### src/rtl/usb_tx_pkg.sv
// Shared definitions for the USB transmit serializer: FSM state encoding,
// line constants and the bit-stuffing run counter helper.
package usb_tx_pkg;

    typedef enum logic [2:0] {
        ST_IDLE  = 3'd0,
        ST_SYNC  = 3'd1,
        ST_DATA  = 3'd2,
        ST_STUFF = 3'd3,
        ST_EOP   = 3'd4,
        ST_EOP_J = 3'd5
    } tx_state_e;

    // SYNC pattern, transmitted LSB-first: seven 0s then a 1
    localparam logic [7:0] SYNC_BYTE = 8'h80;
    // Run of consecutive 1s that forces a stuffed 0
    localparam int STUFF_LEN = 32'sd6;
    // Number of SE0 bit-times at end of packet
    localparam int EOP_BITS = 32'sd2;
    // Width of the ones-run counter (must hold 0..STUFF_LEN)
    localparam int ONES_W = $clog2(STUFF_LEN + 32'sd1);

    // Advance the run-of-ones counter for one transmitted bit
    function automatic logic [ONES_W-1:0] next_ones(input logic [ONES_W-1:0] ones,
                                                    input logic bit_val);
        logic [ONES_W-1:0] result;
        if (bit_val) begin
            result = ones + ONES_W'(1);
        end else begin
            result = {ONES_W{1'b0}};
        end
        return result;
    endfunction

endpackage

### src/rtl/tx_bit_timer.sv
// Bit-period timer: counts 0..CLKS_PER_BIT-1 while enabled and raises a
// registered one-cycle strobe in the cycle where the count sits at its top.
module tx_bit_timer #(
    parameter int CLKS_PER_BIT = 8
) (
    input  logic clk,
    input  logic n_rst,
    input  logic clear,
    input  logic enable,
    output logic strobe
);

    localparam int                CNT_W   = $clog2(CLKS_PER_BIT);
    localparam logic [CNT_W-1:0]  CNT_MAX = CNT_W'(CLKS_PER_BIT - 1);

    logic [CNT_W-1:0] cnt_r;
    logic [CNT_W-1:0] cnt_next_s;
    logic             strobe_r;

    // Next count: clear wins, otherwise wrap at the top of the bit period
    always_comb begin
        cnt_next_s = cnt_r;
        if (clear) begin
            cnt_next_s = {CNT_W{1'b0}};
        end else if (enable) begin
            if (cnt_r == CNT_MAX) begin
                cnt_next_s = {CNT_W{1'b0}};
            end else begin
                cnt_next_s = cnt_r + CNT_W'(1);
            end
        end else begin
            cnt_next_s = cnt_r;
        end
    end

    // Counter and look-ahead strobe register (strobe is high while cnt_r == CNT_MAX)
    always_ff @(posedge clk or negedge n_rst) begin
        if (!n_rst) begin
            cnt_r    <= {CNT_W{1'b0}};
            strobe_r <= 1'b0;
        end else begin
            cnt_r    <= cnt_next_s;
            strobe_r <= enable && !clear && (cnt_next_s == CNT_MAX);
        end
    end

    assign strobe = strobe_r;

endmodule

### src/rtl/usb_tx_serializer.sv
// USB transmit serializer: takes packet bytes over valid/ready, sends SYNC,
// serializes data LSB-first with bit stuffing, then EOP (2x SE0 + 1x J).
// All encoder-facing outputs are registered; only tx_ready is decoded.
module usb_tx_serializer
    import usb_tx_pkg::*;
#(
    parameter int CLKS_PER_BIT = 8
) (
    input  logic       clk,
    input  logic       n_rst,
    input  logic [7:0] tx_data,
    input  logic       tx_valid,
    input  logic       tx_last,
    output logic       tx_ready,
    output logic       tx_bit,
    output logic       new_bit,
    output logic       eop,
    output logic       idle,
    output logic       tx_busy,
    output logic       tx_underrun
);

    tx_state_e         state_r,      state_next_s;
    logic [2:0]        bit_idx_r,    bit_idx_next_s;
    logic [7:0]        shift_r,      shift_next_s;
    logic              shift_last_r, shift_last_next_s;
    logic [7:0]        hold_r,       hold_next_s;
    logic              hold_full_r,  hold_full_next_s;
    logic              hold_last_r,  hold_last_next_s;
    logic              last_acc_r,   last_acc_next_s;
    logic [ONES_W-1:0] ones_r,       ones_next_s;
    logic              stuff_end_r,  stuff_end_next_s;

    logic              tx_bit_r,   tx_bit_next_s;
    logic              eop_r,      eop_next_s;
    logic              idle_r,     idle_next_s;
    logic              busy_r,     busy_next_s;
    logic              underrun_r, underrun_s;

    logic              tx_ready_s;
    logic              accept_s;
    logic              strobe_s;
    logic              byte_end_s;
    logic [ONES_W-1:0] ones_upd_s;

    tx_bit_timer #(
        .CLKS_PER_BIT(CLKS_PER_BIT)
    ) u_bit_timer (
        .clk    (clk),
        .n_rst  (n_rst),
        .clear  (state_r == ST_IDLE),
        .enable (state_r != ST_IDLE),
        .strobe (strobe_s)
    );

    // Ready decode: room in hold, packet not closed, not in end-of-packet
    always_comb begin
        tx_ready_s = !hold_full_r && !last_acc_r &&
                     (state_r != ST_EOP) && (state_r != ST_EOP_J);
        accept_s   = tx_valid && tx_ready_s;
    end

    // Next-state, datapath and registered-output look-ahead
    always_comb begin
        state_next_s      = state_r;
        bit_idx_next_s    = bit_idx_r;
        shift_next_s      = shift_r;
        shift_last_next_s = shift_last_r;
        hold_next_s       = hold_r;
        hold_full_next_s  = hold_full_r;
        hold_last_next_s  = hold_last_r;
        last_acc_next_s   = last_acc_r;
        ones_next_s       = ones_r;
        stuff_end_next_s  = stuff_end_r;
        underrun_s        = 1'b0;
        byte_end_s        = 1'b0;
        ones_upd_s        = ones_r;
        tx_bit_next_s     = 1'b1;

        case (state_r)
            ST_IDLE: begin
                if (accept_s) begin
                    state_next_s   = ST_SYNC;
                    ones_next_s    = {ONES_W{1'b0}};
                    bit_idx_next_s = 3'd0;
                end else begin
                    state_next_s = ST_IDLE;
                end
            end
            ST_SYNC: begin
                if (strobe_s) begin
                    ones_next_s    = next_ones(ones_r, SYNC_BYTE[bit_idx_r]);
                    bit_idx_next_s = bit_idx_r + 3'd1;
                    if (bit_idx_r == 3'd7) begin
                        // First byte moves from hold into the shifter
                        shift_next_s      = hold_r;
                        shift_last_next_s = hold_last_r;
                        hold_full_next_s  = 1'b0;
                        state_next_s      = ST_DATA;
                    end else begin
                        state_next_s = ST_SYNC;
                    end
                end else begin
                    state_next_s = ST_SYNC;
                end
            end
            ST_DATA: begin
                if (strobe_s) begin
                    ones_upd_s     = next_ones(ones_r, shift_r[0]);
                    ones_next_s    = ones_upd_s;
                    shift_next_s   = {1'b0, shift_r[7:1]};
                    bit_idx_next_s = bit_idx_r + 3'd1;
                    if (ones_upd_s == ONES_W'(STUFF_LEN)) begin
                        // Stuff first; the byte-end decision waits until after it
                        state_next_s     = ST_STUFF;
                        stuff_end_next_s = (bit_idx_r == 3'd7);
                    end else if (bit_idx_r == 3'd7) begin
                        byte_end_s = 1'b1;
                    end else begin
                        state_next_s = ST_DATA;
                    end
                end else begin
                    state_next_s = ST_DATA;
                end
            end
            ST_STUFF: begin
                if (strobe_s) begin
                    ones_next_s      = {ONES_W{1'b0}};
                    stuff_end_next_s = 1'b0;
                    if (stuff_end_r) begin
                        byte_end_s = 1'b1;
                    end else begin
                        state_next_s = ST_DATA;
                    end
                end else begin
                    state_next_s = ST_STUFF;
                end
            end
            ST_EOP: begin
                if (strobe_s) begin
                    if (bit_idx_r == 3'(EOP_BITS - 1)) begin
                        state_next_s   = ST_EOP_J;
                        bit_idx_next_s = 3'd0;
                    end else begin
                        bit_idx_next_s = bit_idx_r + 3'd1;
                    end
                end else begin
                    state_next_s = ST_EOP;
                end
            end
            ST_EOP_J: begin
                if (strobe_s) begin
                    state_next_s = ST_IDLE;
                end else begin
                    state_next_s = ST_EOP_J;
                end
            end
            default: begin
                state_next_s = ST_IDLE;
            end
        endcase

        // Byte-end decision: finish packet, chain the held byte, or abort
        if (byte_end_s) begin
            bit_idx_next_s = 3'd0;
            if (shift_last_r) begin
                state_next_s = ST_EOP;
            end else if (hold_full_r) begin
                shift_next_s      = hold_r;
                shift_last_next_s = hold_last_r;
                hold_full_next_s  = 1'b0;
                state_next_s      = ST_DATA;
            end else begin
                underrun_s   = 1'b1;
                state_next_s = ST_EOP;
            end
        end else begin
            byte_end_s = 1'b0;
        end

        // A new byte lands in hold after any drain above, so the load wins
        if (accept_s) begin
            hold_next_s      = tx_data;
            hold_full_next_s = 1'b1;
            hold_last_next_s = tx_last;
            last_acc_next_s  = last_acc_r | tx_last;
        end else begin
            hold_next_s = hold_next_s;
        end

        // Returning to idle discards any stray held byte and reopens input
        if (state_next_s == ST_IDLE) begin
            hold_full_next_s = 1'b0;
            last_acc_next_s  = 1'b0;
        end else begin
            last_acc_next_s = last_acc_next_s;
        end

        case (state_next_s)
            ST_IDLE:  tx_bit_next_s = 1'b1;
            ST_SYNC:  tx_bit_next_s = SYNC_BYTE[bit_idx_next_s];
            ST_DATA:  tx_bit_next_s = shift_next_s[0];
            ST_STUFF: tx_bit_next_s = 1'b0;
            ST_EOP:   tx_bit_next_s = 1'b1;
            ST_EOP_J: tx_bit_next_s = 1'b1;
            default:  tx_bit_next_s = 1'b1;
        endcase

        eop_next_s  = (state_next_s == ST_EOP);
        idle_next_s = (state_next_s == ST_IDLE) || (state_next_s == ST_EOP_J);
        busy_next_s = (state_next_s != ST_IDLE);
    end

    // FSM and datapath state registers
    always_ff @(posedge clk or negedge n_rst) begin
        if (!n_rst) begin
            state_r      <= ST_IDLE;
            bit_idx_r    <= 3'd0;
            shift_r      <= 8'h00;
            shift_last_r <= 1'b0;
            hold_r       <= 8'h00;
            hold_full_r  <= 1'b0;
            hold_last_r  <= 1'b0;
            last_acc_r   <= 1'b0;
            ones_r       <= {ONES_W{1'b0}};
            stuff_end_r  <= 1'b0;
        end else begin
            state_r      <= state_next_s;
            bit_idx_r    <= bit_idx_next_s;
            shift_r      <= shift_next_s;
            shift_last_r <= shift_last_next_s;
            hold_r       <= hold_next_s;
            hold_full_r  <= hold_full_next_s;
            hold_last_r  <= hold_last_next_s;
            last_acc_r   <= last_acc_next_s;
            ones_r       <= ones_next_s;
            stuff_end_r  <= stuff_end_next_s;
        end
    end

    // Registered encoder controls, aligned with the state they describe
    always_ff @(posedge clk or negedge n_rst) begin
        if (!n_rst) begin
            tx_bit_r   <= 1'b1;
            eop_r      <= 1'b0;
            idle_r     <= 1'b1;
            busy_r     <= 1'b0;
            underrun_r <= 1'b0;
        end else begin
            tx_bit_r   <= tx_bit_next_s;
            eop_r      <= eop_next_s;
            idle_r     <= idle_next_s;
            busy_r     <= busy_next_s;
            underrun_r <= underrun_s;
        end
    end

    assign tx_ready    = tx_ready_s;
    assign tx_bit      = tx_bit_r;
    assign new_bit     = strobe_s;
    assign eop         = eop_r;
    assign idle        = idle_r;
    assign tx_busy     = busy_r;
    assign tx_underrun = underrun_r;

endmodule

### config.mk
export PLATFORM = sky130hd
export DESIGN_NAME = usb_tx_serializer
export DESIGN_NICKNAME = d
export VERILOG_FILES = /design/src/rtl/usb_tx_pkg.sv /design/src/rtl/tx_bit_timer.sv /design/src/rtl/usb_tx_serializer.sv
export SDC_FILE = /design/constraint.sdc
export NUM_CORES = 1
export LEC_CHECK = 0
export ABC_CLOCK_PERIOD_IN_PS = 2740
export CAP_MARGIN = 15
export CORE_AREA = 2 2 74 62
export CTS_BUF_LIST = sky130_fd_sc_hd__clkbuf_8 sky130_fd_sc_hd__clkbuf_16
export CTS_CLUSTER_SIZE = 30
export DETAILED_ROUTE_END_ITERATION = 7
export DIE_AREA = 0 0 76 64
export PLACE_DENSITY = 0.7
export SETUP_SLACK_MARGIN = 0.02
export SLEW_MARGIN = 20
export SYNTH_ARGS = -nofsm -noshare
export SYNTH_HDL_FRONTEND = slang
export SYNTH_SLANG_ARGS = --single-unit
### constraint.sdc
create_clock -name clk -period 2.74 [get_ports clk]
set_clock_uncertainty 0.05 [all_clocks]
set_input_delay 0.411 -clock clk [delete_from_list [all_inputs] [get_ports clk]]
set_output_delay 0.411 -clock clk [all_outputs]
set_load 0.05 [all_outputs]
==> impl_metrics.json, run 1 <==
{
  "design.final.nets": 246,
  "via_total_after_detailed_routing": 1562,
  "synth.most_common_cell": "sky130_fd_sc_hd__nand2_1",
  "post-route-util_pct": 57.60,
  "grt_pass1_wl_um": 7017,
  "synth.avg_cell_area_um2": 9.671,
  "post_synth_main_area_contributors": "sky130_fd_sc_hd__dfrtp_1, sky130_fd_sc_hd__nand2_1, sky130_fd_sc_hd__ha_1",
  "row_count": 21,
  "mappedNetlistArea_um2": 2002,
  "relSlewSlack_pct": 42.66,
  "final_power_mw": 1.129,
  "setup_tns_ps": 0,
  "globalRouteOverflowTotal": 0,
  "setup_viol": 0,
  "crit_path_start_kind": "flop",
  "synth_nets": 225,
  "final_layout_size_suffix_gt1_share_pct": 11.35,
  "ys_types": 52,
  "timing_max_transition_violations_final": 0,
  "synth.largest_area_cell": "sky130_fd_sc_hd__dfrtp_1",
  "timing.setup.critical_path_class": "flop to output pin",
  "cts-hold-fix-buffers": 0,
  "gp_congestion": 0.8179,
  "post-synth-top-area-fraction_pct": 46.25,
  "cts.clk_slew.worst_paths_ps": 70,
  "layoutNonFillerInstCount": 286,
  "synth_sequential_area_ratio_pct": 48.87,
  "postRouteWirelength_um": 3955,
  "crit_path_max_fanout": 14,
  "area_grow_syn2layout_pct": 17.19,
  "clock_insertion_delay_worst_skew_ps": 300,
  "synth-warning-count": 0,
  "floorplan.die.width_um": 76,
  "post-cts-setup-buffer-count": 0,
  "cts_htree_levels": 2,
  "tightest_slew_ps": 860.1,
  "first_pass_iters": 4,
  "predominant_post_synthesis_flop_cell": "sky130_fd_sc_hd__dfrtp_1",
  "critPathArrivalTime_ps": 2060,
  "drt-wirelength-per-cell_um": 13.83,
  "cts_buffer_depth": 2,
  "post_syn_instances": 207,
  "timing.hold.worst.class": "primary input to asynchronous set/reset pin",
  "hpwl_um": 2728,
  "status": "finished clean",
  "grt_antenna_before_repair": 0,
  "dpl.cell_count": 278,
  "async_reset_ff_share_pct": 100.0,
  "residual_drc": 0,
  "num_antenna_cells": 0,
  "power.density_nw_per_um2": 481.2,
  "number_of_enable_type_register_cells_in_the_synthesized_netlist": 0,
  "avgViaCountPerCell": 5.462,
  "post_cts.resized_instances": 0,
  "maxCapViolCount": 0,
  "max-vdd-ir-drop_uv": 399.8,
  "worst_setup_path_startpoint": "state_r[2]",
  "tritoncts": "done",
  "grt_util_all_layers_pct": 18.74,
  "tritoncts_num_sinks": 39,
  "reg2reg_from": "bit_idx_r[0]",
  "timing.final.crit_period_ps": 2522,
  "design.core.area_um2": 4073,
  "critical_path_required_ps": 2280,
  "die_height_um": 64,
  "grt_pass1_vias": 1433,
  "starting_drt_drc_count": 125,
  "ant_nets": 0,
  "rsz0062_at_grt": "no",
  "reg2reg_slack_ps": 410,
  "final-hold-violation-count": 0,
  "reg2regPathDepth": 8,
  "cts_root_buf": "sky130_fd_sc_hd__clkbuf_8",
  "leakage_power_nw": 1.028,
  "initial_utilization_pct": 49.16,
  "layout_worst_path_cycle_share_pct": 92.06,
  "max_freq_mhz": 396.5,
  "cts_inserted_buffers": 5,
  "ioPinCount": 19,
  "capture_point_of_the_worst_reg_to_reg_path": "idle",
  "largest_net_degree_at_the_start_of_global_routing": 40,
  "floorplan.die_area_um2": 4864,
  "end_kind": "output pin",
  "ys_seq_elements": 39,
  "buffer_ports.inserted": 18,
  "synthTopCellsByCount": "sky130_fd_sc_hd__nand2_1, sky130_fd_sc_hd__dfrtp_1, sky130_fd_sc_hd__nor2_1, sky130_fd_sc_hd__a21oi_1, sky130_fd_sc_hd__nand2b_1"
}
[logic make-up after synthesis]
group / share of synthesized area, %
compound gates: 19.56
xor+xnor: 0.4376
fa+ha+maj: 3.750
buf+inv: 3.125
flops: 48.88
mux: 1.000
simple gates: 23.25
[final cells by class]
type	instances	area, um^2
fillers	345	1727
flip-flops and latches	39	978.4
multi-input cells	153	960.9
repair buffers	22	205.2
clock buffers	7	96.34
well taps	57	71.32
inverters	7	26.28
clock inverters	1	7.507
[sequential cells by signal (all words and copies together) (netlist names), 3 cells and up]
name / count
ones_r: 3
shift_r: 8
bit_idx_r: 3
hold_r: 8
u_bit_timer.cnt_r: 3
state_r: 3
[where the power goes]
part | leakage (nW) | total [mW] | internal [mW] | switching [mW]
registers | 0.492 | 0.613 | 0.597 | 0.0163
clock network | 0.0505 | 0.437 | 0.229 | 0.208
logic | 0.486 | 0.0789 | 0.0354 | 0.0435
total | 1.03 | 1.13 | 0.861 | 0.268
[cell usage in the layout, fill, tap and decap left out, drive strengths merged, types with 2 or more instances in the layout]
cell type | synthesis | final
clkdlybuf4s50 | 0 | 17
o2bb2ai | 7 | 7
or3b | 2 | 2
nand3 | 2 | 2
nor3 | 6 | 6
o22ai | 2 | 2
dfstp | 2 | 2
a21oi | 9 | 9
clkbuf | 3 | 7
buf | 5 | 5
nor2b | 6 | 6
o21ai | 10 | 10
ha | 6 | 6
dfrtp | 37 | 37
nand2b | 8 | 8
mux2i | 2 | 2
a221oi | 2 | 2
a22oi | 8 | 8
a22o | 2 | 2
nor2 | 14 | 14
or3 | 2 | 2
inv | 6 | 6
nor3b | 3 | 3
nand2 | 42 | 42
nand3b | 2 | 2
[worst max-delay path by stage]
| stage | to | slack [ps] | cells after the start |
|---|---|---|---|
| after floorplan | tx_ready | 430 | 4 |
| after global placement | ones_r[2] | 390 | 7 |
| after detailed placement | ones_r[2] | 330 | 7 |
| after CTS | tx_ready | 190 | 3 |
| after global routing | tx_ready | 80 | 3 |
| final | tx_ready | 220 | 3 |
[layer usage]
layer	GRT usage [%]	up-vias	share of wire, %
li1	-	780	-
met5	0	-	0
met2	24.89	27	41
met4	8.864	0	1.8
met3	5.791	5	3.6
met1	27.64	750	53
[through the flow]
step           hold WS, ps  instance area [um^2]  setup slack (ps)
6_report             167.4                  2346             217.7
5_1_grt              237.3                  2346             82.45
4_1_cts              188.0                  2346             194.8
3_5_place_dp         407.8                  2242             327.7
3_3_place_gp         396.2                  2242             394.2
2_1_floorplan        65.41                  2002             428.5
[worst max-delay path, stage by stage, from the launching register on]
cell	delay, ps
sky130_fd_sc_hd__dfrtp_1	530
sky130_fd_sc_hd__nor2b_1	250
sky130_fd_sc_hd__nor3_1	150
sky130_fd_sc_hd__clkdlybuf4s50_1	830
Note: power is estimated with default switching activity, not from simulation.
==> inputs of run 2 (changes only) <==
--- a/config.mk
+++ b/config.mk
@@ -7,14 +7,15 @@
 export LEC_CHECK = 0
 export ABC_CLOCK_PERIOD_IN_PS = 2740
 export CAP_MARGIN = 15
-export CORE_AREA = 2 2 74 62
+export CORE_AREA = 2 2 77 64
 export CTS_BUF_LIST = sky130_fd_sc_hd__clkbuf_8 sky130_fd_sc_hd__clkbuf_16
 export CTS_CLUSTER_SIZE = 30
 export DETAILED_ROUTE_END_ITERATION = 7
-export DIE_AREA = 0 0 76 64
-export PLACE_DENSITY = 0.7
+export DIE_AREA = 0 0 79 66
+export PLACE_DENSITY = 0.69
 export SETUP_SLACK_MARGIN = 0.02
 export SLEW_MARGIN = 20
 export SYNTH_ARGS = -nofsm -noshare
 export SYNTH_HDL_FRONTEND = slang
+export SYNTH_HIERARCHICAL = 1
 export SYNTH_SLANG_ARGS = --single-unit
==> run 2 against run 1 <==
Hold slack got worse by 6.2 ps. Register-to-register slack about the same. Cell area increased by 7.9%. Count of clock-buffer cells in the layout decreased by 2. Maximum frequency about the same.
==> impl_metrics.json, run 2 <==
{
  "timing.hold.worst.class": "primary input to asynchronous set/reset pin",
  "cts_htree_levels": 2,
  "layout_worst_path_cycle_share_pct": 92.11,
  "synth_nets": 225,
  "post_synth_main_area_contributors": "sky130_fd_sc_hd__dfrtp_1, sky130_fd_sc_hd__a22o_1, sky130_fd_sc_hd__mux2_1",
  "max-vdd-ir-drop_uv": 389.0,
  "avgViaCountPerCell": 5.727,
  "leakage_power_nw": 1.127,
  "floorplan.die.width_um": 79,
  "rsz0062_at_grt": "no",
  "crit_path_max_fanout": 14,
  "synth_sequential_area_ratio_pct": 45.39,
  "end_kind": "output pin",
  "max_freq_mhz": 396.2,
  "ant_nets": 0,
  "post_cts.resized_instances": 0,
  "pwr-share-seq_pct": 50.4,
  "final_layout_size_suffix_gt1_share_pct": 10.48,
  "capture_point_of_the_worst_reg_to_reg_path": "shift_r[1]",
  "timing.final.crit_period_ps": 2524,
  "registers_with_the_most_flip_flops": "hold_r x8, shift_r x8",
  "tritoncts": "done",
  "drt-wirelength-per-cell_um": 15.06,
  "cts.clk_slew.worst_paths_ps": 70,
  "residual_drc": 0,
  "power.share.clock_pct": 40.9,
  "row_count": 22,
  "initial_utilization_pct": 48.34,
  "area_grow_syn2layout_pct": 17.47,
  "synth.avg_cell_area_um2": 10.41,
  "switchingPower_mw": 0.2940,
  "critPathArrivalTime_ps": 2060,
  "final_power_mw": 1.368,
  "status": "finished clean",
  "first_pass_iters": 4,
  "largest_net_degree_at_the_start_of_global_routing": 40,
  "predominant_post_synthesis_flop_cell": "sky130_fd_sc_hd__dfrtp_1",
  "async_reset_ff_share_pct": 100.0,
  "final-hold-violation-count": 0,
  "relSlewSlack_pct": 44.73,
  "design.final.nets": 246,
  "number_of_enable_type_register_cells_in_the_synthesized_netlist": 0,
  "clock_insertion_delay_worst_skew_ps": 290,
  "synth.most_common_cell": "sky130_fd_sc_hd__dfrtp_1",
  "mappedNetlistArea_um2": 2156,
  "grt_antenna_before_repair": 0,
  "setup_viol": 0,
  "power.density_nw_per_um2": 540.2,
  "globalRouteOverflowTotal": 0,
  "via_total_after_detailed_routing": 1655,
  "tightest_slew_ps": 829.1,
  "tritoncts_num_sinks": 39,
  "reg2reg_slack_ps": 400,
  "floorplan.die_area_um2": 5214,
  "crit_chain": "nor2b_1 -> nor3_1 -> clkdlybuf4s50_1",
  "reg2reg_from": "state_r[2]",
  "cts_inserted_buffers": 5,
  "mostFrequentLayoutCells": "sky130_fd_sc_hd__dfrtp_1, sky130_fd_sc_hd__clkdlybuf4s50_1, sky130_fd_sc_hd__nand2_1, sky130_fd_sc_hd__a22o_1, sky130_fd_sc_hd__a21oi_1",
  "ys_types": 58,
  "longest_individual_stage_delay_on_the_worst_path_ps": 830,
  "dpl.cell_count": 281,
  "grt_pass1_wl_um": 7486,
  "layoutNonFillerInstCount": 289,
  "hpwl_um": 3066,
  "num_antenna_cells": 0,
  "post_syn_instances": 207,
  "post-synth-top-area-fraction_pct": 42.95,
  "design.core.area_um2": 4459,
  "synth-warning-count": 6,
  "post-cts-setup-buffer-count": 0,
  "critical_path_required_ps": 2280,
  "grt_util_all_layers_pct": 19.04,
  "power_frac_comb_pct": 8.6,
  "intPower_mw": 1.074,
  "synthTopCellsByCount": "sky130_fd_sc_hd__dfrtp_1, sky130_fd_sc_hd__a22o_1, sky130_fd_sc_hd__nand2_1, sky130_fd_sc_hd__a21oi_1",
  "timing.setup.critical_path_class": "flop to output pin",
  "die_height_um": 66,
  "cts-hold-fix-buffers": 0,
  "mostFrequentLayoutCell": "sky130_fd_sc_hd__dfrtp_1",
  "grt_pass1_vias": 1521,
  "sw_frac_of_total_pct": 21.49,
  "ys_seq_elements": 39,
  "postRouteWirelength_um": 4353,
  "crit_path_start_kind": "flop",
  "timing.critical_path.slowest_stage_cell": "sky130_fd_sc_hd__clkdlybuf4s50_1",
  "final.fill_count": 409,
  "starting_drt_drc_count": 87,
  "maxCapViolCount": 0,
  "buffer_ports.inserted": 18,
  "timing_max_transition_violations_final": 0,
  "reg2regPathDepth": 5,
  "gp_congestion": 0.8239,
  "cts_buffer_depth": 2,
  "ioPinCount": 19,
  "setup_tns_ps": 0,
  "post-route-util_pct": 56.79,
  "synth.largest_area_cell": "sky130_fd_sc_hd__dfrtp_1",
  "cts_root_buf": "sky130_fd_sc_hd__clkbuf_8"
}
==> run 2: changes by cell type in the layout (fill, tap and decap cells not counted), sizes merged, moves of 3 or more <==
cell     delta
a21o        +3
a22o       +12
a22oi       -8
buf         +3
mux2        +8
nand2      -28
nand3       +4
nor2        -6
nor3        -3
o2bb2ai     -7
==> run 2: kinds of logic after synthesis <==
group	count (synthesis)	synth area share (%)
and+or+nand+nor	71	19.73
AOI/OAI and AO/OA	62	21.71
DFF	39	45.39
buffers and inverters	17	3.773
muxes	10	5.108
adders and majority gates	6	3.482
xor gates and xnor gates	2	0.8127
==> run 2: layout make-up <==
class	instances	area (um^2)	share of cell area [%]
Clock buffer	5	68.82	2.717
Inverter	6	22.52	0.8893
Multi-Input combinational cell	151	1096	43.28
Clock inverter	3	63.81	2.520
Tap cell	60	75.07	2.964
Sequential cell	39	978.4	38.64
Timing Repair Buffer	25	227.7	8.992
==> run 2: worst max-delay path, delay by kind of cell, from the launching register on <==
family | cells | cell delay (ps)
AND/OR/NAND/NOR | 2 | 390
flip-flops | 1 | 540
buffers and inverters | 1 | 830
==> run 2: worst max path at each step <==
stage,start,end,slack [ps]
after global routing,state_r[2],tx_ready,140
final,state_r[2],tx_ready,220
after global placement,u_bit_timer/strobe,shift_r[1],420
after floorplan,state_r[2],tx_ready,580
after detailed placement,tx_valid,ones_r[2],410
after CTS,state_r[2],tx_ready,230
==> run 2: layer usage <==
layer	GRT usage, %	routed length, um
met1	28.96	2292
met5	0	0
met3	4.508	176
met2	25.42	1783
met4	8.405	101
==> run 2: power groups by stage <==
stage                     Sequential [mW]  Clock [mW]  Combinational (mW)
after floorplan                     0.690           0              0.0791
after global placement              0.701           0               0.118
final                               0.690       0.560               0.118
after detailed placement            0.702           0               0.121
after global routing                0.702       0.596               0.134
after CTS                           0.691       0.573               0.121
==> run 2: per-stage QoR <==
step	hold WS [ps]	setup slack (ps)	instance area, um^2
finish	161.1	216.2	2532
CTS	192.4	232.6	2532
detailed placement	418.8	410.8	2400
global route	249.9	138.3	2532
floorplan	65.41	577.5	2156
global placement	413.3	422.4	2400
==> inputs of run 3 (changes only) <==
--- a/config.mk
+++ b/config.mk
@@ -13,6 +13,7 @@
 export DETAILED_ROUTE_END_ITERATION = 7
 export DIE_AREA = 0 0 79 66
 export PLACE_DENSITY = 0.69
+export RECOVER_POWER = 50
 export SETUP_SLACK_MARGIN = 0.02
 export SLEW_MARGIN = 20
 export SYNTH_ARGS = -nofsm -noshare
==> run 3 against run 2 <==
The run now ends with max-capacitance violations, max-slew violations left. Via count rose by 0.12%. Maximum frequency barely moved. Count of clock-buffer cells in the layout stayed put. Clock power hardly changed. Global-route usage is the same. Sequential share of layout area is 0.077 points higher. Largest cell class unchanged. Highest routed layer unchanged.
==> impl_metrics.json, run 3 (synthesis results as in run 2) <==
{
  "max_freq_mhz": 395.8,
  "setup_tns_ps": 0,
  "residual_drc": 0,
  "area_grow_syn2layout_pct": 17.24,
  "final_layout_size_suffix_gt1_share_pct": 9.607,
  "end_kind": "output pin",
  "whs_endpoint": "hold_last_r",
  "die_height_um": 66,
  "timing.setup.critical_path_class": "flop to output pin",
  "max-vdd-ir-drop_uv": 388.6,
  "cts_inserted_buffers": 5,
  "cp.buffers_inverters": 1,
  "critical_path_required_ps": 2280,
  "design.core.area_um2": 4459,
  "crit_chain": "nor2b_1 -> nor3_1 -> clkdlybuf4s50_1",
  "ant_nets": 0,
  "hpwl_um": 3066,
  "switchingPower_mw": 0.2941,
  "power_frac_comb_pct": 8.6,
  "mostFrequentLayoutCell": "sky130_fd_sc_hd__dfrtp_1",
  "num_antenna_cells": 0,
  "dr_wl_met2_um": 1787,
  "cts_buffer_depth": 2,
  "drt-wirelength-per-cell_um": 15.10,
  "post-cts-setup-buffer-count": 0,
  "final-hold-violation-count": 0,
  "tritoncts_num_sinks": 39,
  "timing.hold.worst.start": "hold_last_r",
  "clock_insertion_delay_worst_skew_ps": 290,
  "layoutNonFillerInstCount": 289,
  "failed_checks": "max-capacitance violations, max-slew violations",
  "capture_point_of_the_worst_reg_to_reg_path": "shift_r[1]",
  "grt_pass1_vias": 1521,
  "cts_htree_levels": 2,
  "starting_drt_drc_count": 92,
  "first_pass_iters": 4,
  "reg2reg_from": "state_r[2]",
  "timing.hold.worst.class": "flop to flop",
  "grt_antenna_before_repair": 0,
  "grt_util_all_layers_pct": 19.04,
  "maxCapViolCount": 1,
  "crit_path_start_kind": "flop",
  "tritoncts": "done",
  "globalRouteOverflowTotal": 0,
  "avgViaCountPerCell": 5.734,
  "top_layer_used": "met4",
  "gp_congestion": 0.8239,
  "floorplan.die.width_um": 79,
  "relSlewSlack_pct": -31.65,
  "cts-hold-fix-buffers": 0,
  "cts.clk_slew.worst_paths_ps": 80,
  "via_total_after_detailed_routing": 1657,
  "reg2regPathDepth": 5,
  "design_area_um2": 2527,
  "initial_utilization_pct": 48.34,
  "setup_viol": 0,
  "floorplan.die_area_um2": 5214,
  "detail_route.wirelength.met1_um": 2310,
  "timing.final.crit_period_ps": 2526,
  "postRouteWirelength_um": 4363,
  "power.density_nw_per_um2": 541.3,
  "status": "complete, but fails checks",
  "grt_pass1_wl_um": 7486,
  "timing_max_transition_violations_final": 40,
  "pwr-share-seq_pct": 50.5,
  "tightest_slew_ps": 1975,
  "reg2reg_slack_ps": 380,
  "power.share.clock_pct": 40.9,
  "leakage_power_nw": 1.125,
  "design.final.nets": 246,
  "sw_frac_of_total_pct": 21.50,
  "dpl.cell_count": 281,
  "final_power_mw": 1.368,
  "intPower_mw": 1.074,
  "longest_individual_stage_delay_on_the_worst_path_ps": 830,
  "crit_path_max_fanout": 14,
  "registers_with_the_most_flip_flops": "hold_r x8, shift_r x8",
  "timing.critical_path.slowest_stage_cell": "sky130_fd_sc_hd__clkdlybuf4s50_1",
  "largest_net_degree_at_the_start_of_global_routing": 40,
  "buffer_ports.inserted": 18,
  "mostFrequentLayoutCells": "sky130_fd_sc_hd__dfrtp_1, sky130_fd_sc_hd__clkdlybuf4s50_1, sky130_fd_sc_hd__nand2_1, sky130_fd_sc_hd__a22o_1, sky130_fd_sc_hd__a21oi_1",
  "critPathArrivalTime_ps": 2070,
  "met3RoutedLength_um": 180,
  "rsz0062_at_grt": "no",
  "worst_hold_path.num_cells": 1,
  "layout_worst_path_cycle_share_pct": 92.20,
  "row_count": 22,
  "cts_root_buf": "sky130_fd_sc_hd__clkbuf_8",
  "postPlaceCellArea_um2": 2400,
  "critical-path-top-delay-family": "buffers and inverters",
  "post_cts.resized_instances": 0,
  "ioPinCount": 19
}
run 3: cell types whose count changed in the layout (fill, tap and decap cells not counted):
cell / previous run / this run
sky130_fd_sc_hd__a21oi_1: 9 / 10
sky130_fd_sc_hd__a21oi_2: 1 / 0
sky130_fd_sc_hd__buf_2: 1 / 0
sky130_fd_sc_hd__clkbuf_1: 0 / 1
run 3: metrics by stage:
step / hold WS (ps) / setup slack, ps / utilization (%)
floorplan: 65.41 / 577.5 / -
global placement: 413.3 / 422.4 / 53.82
detailed placement: 418.8 / 410.8 / 53.82
CTS: 192.4 / 232.6 / 56.79
global route: 466.1 / 138.3 / 56.68
finish: 430.9 / 213.6 / 56.68
run 3: power by group through the flow:
stage | clock network, mW | registers [mW] | logic, mW
6_report | 0.560 | 0.690 | 0.118
5_1_grt | 0.596 | 0.702 | 0.133
4_1_cts | 0.573 | 0.691 | 0.121
3_5_place_dp | 0 | 0.702 | 0.121
3_3_place_gp | 0 | 0.701 | 0.118
2_1_floorplan | 0 | 0.690 | 0.0791
run 3: worst max-delay path by stage:
stage                  startpoint         end  slack, ps  depth (start not counted)
2_1_floorplan          state_r[2]    tx_ready        580                          3
3_3_place_gp   u_bit_timer/strobe  shift_r[1]        420                          5
3_5_place_dp             tx_valid   ones_r[2]        410                          6
4_1_cts                state_r[2]    tx_ready        230                          3
5_1_grt                state_r[2]    tx_ready        140                          3
6_report               state_r[2]    tx_ready        210                          3
run 3: cell type report:
cell class                 count  area, um^2
clock buffer                   5       68.82
clock inverter                 3       63.81
fill                         408        1932
inverter                       6       22.52
multi-input combinational    151        1092
sequential                    39       978.4
tap                           60       75.07
timing repair buffer          25       226.5
run 3: routing by layer:
layer | up-vias | global-route usage, %
li1 | 813 | -
met1 | 803 | 28.96
met2 | 33 | 25.42
met3 | 8 | 4.508
met4 | 0 | 8.405
met5 | - | 0
